==> config.mk <==
export PLATFORM = sky130hd
export DESIGN_NAME = ib_vnu_lut_loader
export DESIGN_NICKNAME = d
export VERILOG_FILES = /design/src/rtl/ib_vnu_lut_loader.sv
export SDC_FILE = /design/constraint.sdc
export NUM_CORES = 1
export LEC_CHECK = 0
export BUFFER_PORTS_ARGS = -buffer_cell sky130_fd_sc_hd__buf_2
export CORE_UTILIZATION = 45
export CTS_BUF_LIST = sky130_fd_sc_hd__clkbuf_8
export DETAILED_ROUTE_END_ITERATION = 6
export PLACE_DENSITY = 0.74
export SLEW_MARGIN = 20
export SYNTH_ARGS = -nofsm -noshare
export SYNTH_HDL_FRONTEND = slang
export SYNTH_SLANG_ARGS = --single-unit
==> constraint.sdc <==
create_clock -name write_clk -period 1.4 [get_ports write_clk]
set_input_delay 0.35 -clock write_clk [delete_from_list [all_inputs] [get_ports write_clk]]
set_output_delay 0.35 -clock write_clk [all_outputs]
set_load 0.02 [all_outputs]
==> src/rtl/ib_vnu_lut_loader.sv <==
// ib_vnu_lut_loader: sweeps every LUT RAM page once per load from a valid/ready word stream
module ib_vnu_lut_loader #(
  parameter int ENTRY_ADDR    = 7,
  parameter int BANK_NUM      = 2,
  parameter int LUT_PORT_SIZE = 4,
  parameter int ITER_W        = 5
) (
  input  logic                              write_clk,
  input  logic                              rst,
  input  logic                              start,
  input  logic                              in_valid,
  output logic                              in_ready,
  input  logic [LUT_PORT_SIZE*BANK_NUM-1:0] in_data,
  input  logic                              in_last,
  output logic [ENTRY_ADDR-1:0]             page_addr_ram,
  output logic [LUT_PORT_SIZE*BANK_NUM-1:0] ram_write_data_1,
  output logic                              ib_ram_we,
  output logic                              busy,
  output logic                              done,
  output logic [ITER_W-1:0]                 iter_cnt,
  output logic                              err
);
  typedef enum logic [1:0] {IDLE, LOAD, FIN} state_t;
  state_t state, nxt;
  logic [ENTRY_ADDR-1:0] addr_cnt;
  logic hs, last_addr;
  assign hs        = in_valid & in_ready;
  assign last_addr = &addr_cnt;
  always_ff @(posedge write_clk)
    if (rst) state <= IDLE;
    else     state <= nxt;
  always_comb
    nxt = state == IDLE ? (start ? LOAD : IDLE)
        : state == LOAD ? ((hs && last_addr) ? FIN : LOAD)
        : IDLE;
  always_comb begin
    in_ready = state == LOAD;
    busy     = state != IDLE;
    done     = state == FIN;
  end
  // Bank 0 occupies the upper slice of the word, so the packed input maps straight onto the RAM port.
  always_ff @(posedge write_clk)
    if (rst) begin
      addr_cnt         <= '0;
      page_addr_ram    <= '0;
      ram_write_data_1 <= '0;
      ib_ram_we        <= 1'b0;
      iter_cnt         <= '0;
      err              <= 1'b0;
    end else begin
      ib_ram_we <= hs;
      if (state == IDLE && start) begin
        addr_cnt <= '0;
        err      <= 1'b0;
      end
      if (hs) begin
        page_addr_ram    <= addr_cnt;
        ram_write_data_1 <= in_data;
        addr_cnt         <= addr_cnt + 1'b1;
        if (in_last != last_addr) err <= 1'b1;
      end
      if (state == FIN) iter_cnt <= iter_cnt + 1'b1;
    end
endmodule

==> results.py <==
metrics = {
    "status": {
        "outcome": "complete, no violations",
    },
    "critical_path": {
        "crit_type": "flip-flop to output port",
        "startpoint_type": "flip-flop",
        "cp_max_fo": 5,
        "cp-end-kind": "output port",
        "r2r_start": "addr_cnt[3]",
        "crit_path_end": "in_ready",
        "timing.critical_path.from": "state[1]",
        "r2r_slack_ns": 0.06,
        "rr_endpoint": "addr_cnt[6]",
        "cp_data_arrival_time_ns": 1.03,
        "rr_worst_depth": 3,
        "required_ns": 1.05,
    },
    "sta": {
        "finClkSkew_ns": 0.002904,
        "worstMarginPinSlew_ns": 0.3512,
        "min_period_ns": 1.378,
        "hold_viol_final": 0,
        "fmaxAchievable_mhz": 725.6,
        "rsz0062_at_grt": "yes",
        "slew_violations": 0,
        "slew_headroom": 0.7659,
        "min_period_over_period": 0.9844,
        "setup_viol": 0,
    },
    "logic_synthesis": {
        "async_reset_ff_frac": 0,
        "postSynthCellCount": 152,
        "syn_area_per_cell_um2": 8.372,
        "synth_top_family_by_area": "simple AND/OR/NAND/NOR gates",
        "synth-xor-area-share": 0.01377,
        "synth_compound_area_frac": 0.1701,
        "ys.flop_type": "dfxtp_1",
        "synthMuxAreaShare": 0.007866,
        "synthSimpleGateAreaFrac": 0.2507,
        "synth_edf_count": 0,
        "mappedNetlistNets": 167,
        "yosysSeqAreaShare": 0.4877,
        "ys_ff_latch": 31,
        "synthAdderAreaFrac": 0.01967,
        "ys_types": 39,
        "yosysWarnings": 0,
        "syn-cell-area_um2": 1272,
    },
    "drt": {
        "postRouteAntennaNets": 0,
        "drc": 0,
        "dr.pass1.iters": 4,
        "vias": 1230,
        "drt_iter0_drc": 29,
        "post_drt_wl_per_cell_um": 12.30,
        "postRouteWirelength_mm": 2.854,
        "viasPerCell": 5.302,
    },
    "cells_and_area": {
        "nets": 216,
        "post-route-cell-area_um2": 1702,
        "fin_util": 0.6628,
        "final_layout_size_suffix_gt1_frac": 0.3515,
        "antenna_cells": 0,
        "nFillCells": 234,
        "ff_latch_area_um2": 630.6,
        "fin_cells": 232,
        "multi_input_area_um2": 623.1,
        "area_growth_pct": 33.73,
    },
    "flow_run": {
        "cap_violations": 0,
    },
    "floorplanning": {
        "die_h_um": 55.18,
        "ios": 38,
        "dieWidth_um": 55.18,
        "die_area_um2": 3044,
        "core_um2": 2567,
        "initial_core_util": 0.4956,
        "num_rows": 18,
    },
    "clock_network": {
        "cts_htree_levels": 2,
        "insertion_delay_ns": 0.28,
        "cts_buffer_depth": 2,
        "cts_buffers": 5,
        "clk_pin_slew_ns": 0.06,
        "cts_root_buffer": "clkbuf_8",
        "cts_tree": "yes",
        "clock-sinks": 31,
    },
    "power_and_ir_drop": {
        "leakage_nw": 0.7233,
        "power.density_nw_per_um2": 1016,
        "ir_worst_vdd_uv": 892.9,
    },
    "global_routing": {
        "antenna_found_initial": 0,
        "grt_first_pass_wirelength_mm": 4.402,
        "grt_max_degree": 21,
        "overflow": 0,
        "grt_pass1_vias": 980,
        "grt.total_usage": 0.2112,
    },
    "place": {
        "port_buffers": 37,
        "dpl.cell_count": 221,
        "gp_congestion": 0.8563,
        "dp_hpwl_mm": 2.030,
        "placed_cell_area_um2": 1533,
    },
    "hold_path": {
        "worstHoldPathType": "input port to flip-flop",
    },
}
-- what timing repair did --
item	in CTS	in global routing
buffers inserted	3	1
hold buffers	0	0
setup endpoints to repair	3	18
hold endpoints to repair	0	0
pin swaps	1	2
resized for setup	14	6
-- where the power goes --
group          switching (mW)  total [mW]  internal, mW
logic                  0.0908       0.154        0.0633
clock network           0.326       0.665         0.339
registers              0.0127       0.910         0.897
-- metal layers --
layer  share of wire  vias up  wire length [um]  global-route usage
met4           0.017        0                48              0.1125
met2            0.47       36              1328              0.3373
met3           0.058        6               165             0.05738
met1            0.46      564              1312              0.2562
met5               0        -                 0                   0
li1                -      624                 -                   -
-- flip-flops by register name, summed over array words and instances, names as in the netlist --
name,count
page_addr_ram,7
err,1
state,2
ram_write_data_1,8
iter_cnt,5
ib_ram_we,1
addr_cnt,7
-- final cells by class --
class / instances / area share
tap: 30 / 0.02206
sequential: 31 / 0.3706
clock buffer: 5 / 0.04044
multi-input combinational: 108 / 0.3662
timing repair buffer: 51 / 0.1816
inverter: 4 / 0.01029
clock inverter: 3 / 0.008824
-- Yosys cell counts, types with 2 or more instances --
master	number	area [um2]
dfxtp_1	31	620.6
a311oi_1	2	17.52
ha_1	2	25.02
nor3_1	2	10.01
nand3_1	3	15.01
buf_2	3	15.01
inv_1	4	15.01
nand2b_1	2	12.51
or4_1	2	15.01
o21ai_0	4	20.02
clkbuf_1	3	11.26
nor2_1	6	22.52
or3_1	2	12.51
nor4_1	3	18.77
a21oi_1	21	105.1
nand2_1	39	146.4
-- placed cells by master (no fill, tap or decap), types with 2 or more instances in the layout --
cell	Yosys	final
nor4_1	3	2
buf_4	1	14
buf_6	1	3
nor2_1	6	5
inv_1	4	2
clkbuf_8	0	5
or4_1	2	2
clkinv_2	0	3
dfxtp_2	0	2
nand2_1	39	39
o21ai_0	4	4
a21oi_1	21	21
dfxtp_4	0	2
a311oi_1	2	2
nand3_1	3	3
nor3_1	2	2
buf_2	3	34
dfxtp_1	31	27
or3_1	2	2
-- critical path, cell delays in order, from the launching register on --
cell and delay (ns):
dfxtp_4 0.35, buf_6 0.13, nor2b_1 0.11, buf_4 0.15
-- how the worst min path moves through the flow --
stage | from | end | slack (ns) | cells after the start
final | in_data[7] | ram_write_data_1[7] | 0.30 | 3
after global routing | in_data[5] | ram_write_data_1[5] | 0.30 | 3
after CTS | in_data[4] | ram_write_data_1[4] | 0.30 | 3
after detailed placement | ram_write_data_1[6] | ram_write_data_1[6] | 0.45 | 2
after global placement | ram_write_data_1[1] | ram_write_data_1[1] | 0.44 | 2
after floorplan | addr_cnt[6] | page_addr_ram[6] | 0.45 | 2
-- kinds of logic (layout without fill, tap and decap cells) --
family | Yosys count | count (layout)
AND/OR/NAND/NOR | 67 | 67
XOR/XNOR | 2 | 2
multiplexers | 1 | 1
AO/OA/AOI/OAI | 36 | 36
flip-flops | 31 | 31
adder cells (fa/ha/maj) | 2 | 2
buffers and inverters | 13 | 63
-- stage by stage --
| step | setup WS [ns] | setup TNS (ns) | total power, mW | hold WS [ns] |
|---|---|---|---|---|
| 6_report | 0.02187 | 0 | 1.729 | 0.3040 |
| 3_5_place_dp | 0.03409 | 0 | 1.075 | 0.4461 |
| 4_1_cts | 0.01253 | 0 | 1.740 | 0.3003 |
| 3_3_place_gp | 0.08814 | 0 | 1.071 | 0.4388 |
| 2_1_floorplan | 0.01021 | 0 | 1.016 | 0.4534 |
| 5_1_grt | -0.009345 | -0.01514 | 1.798 | 0.3014 |
Note: power is estimated with default switching activity, not from simulation.
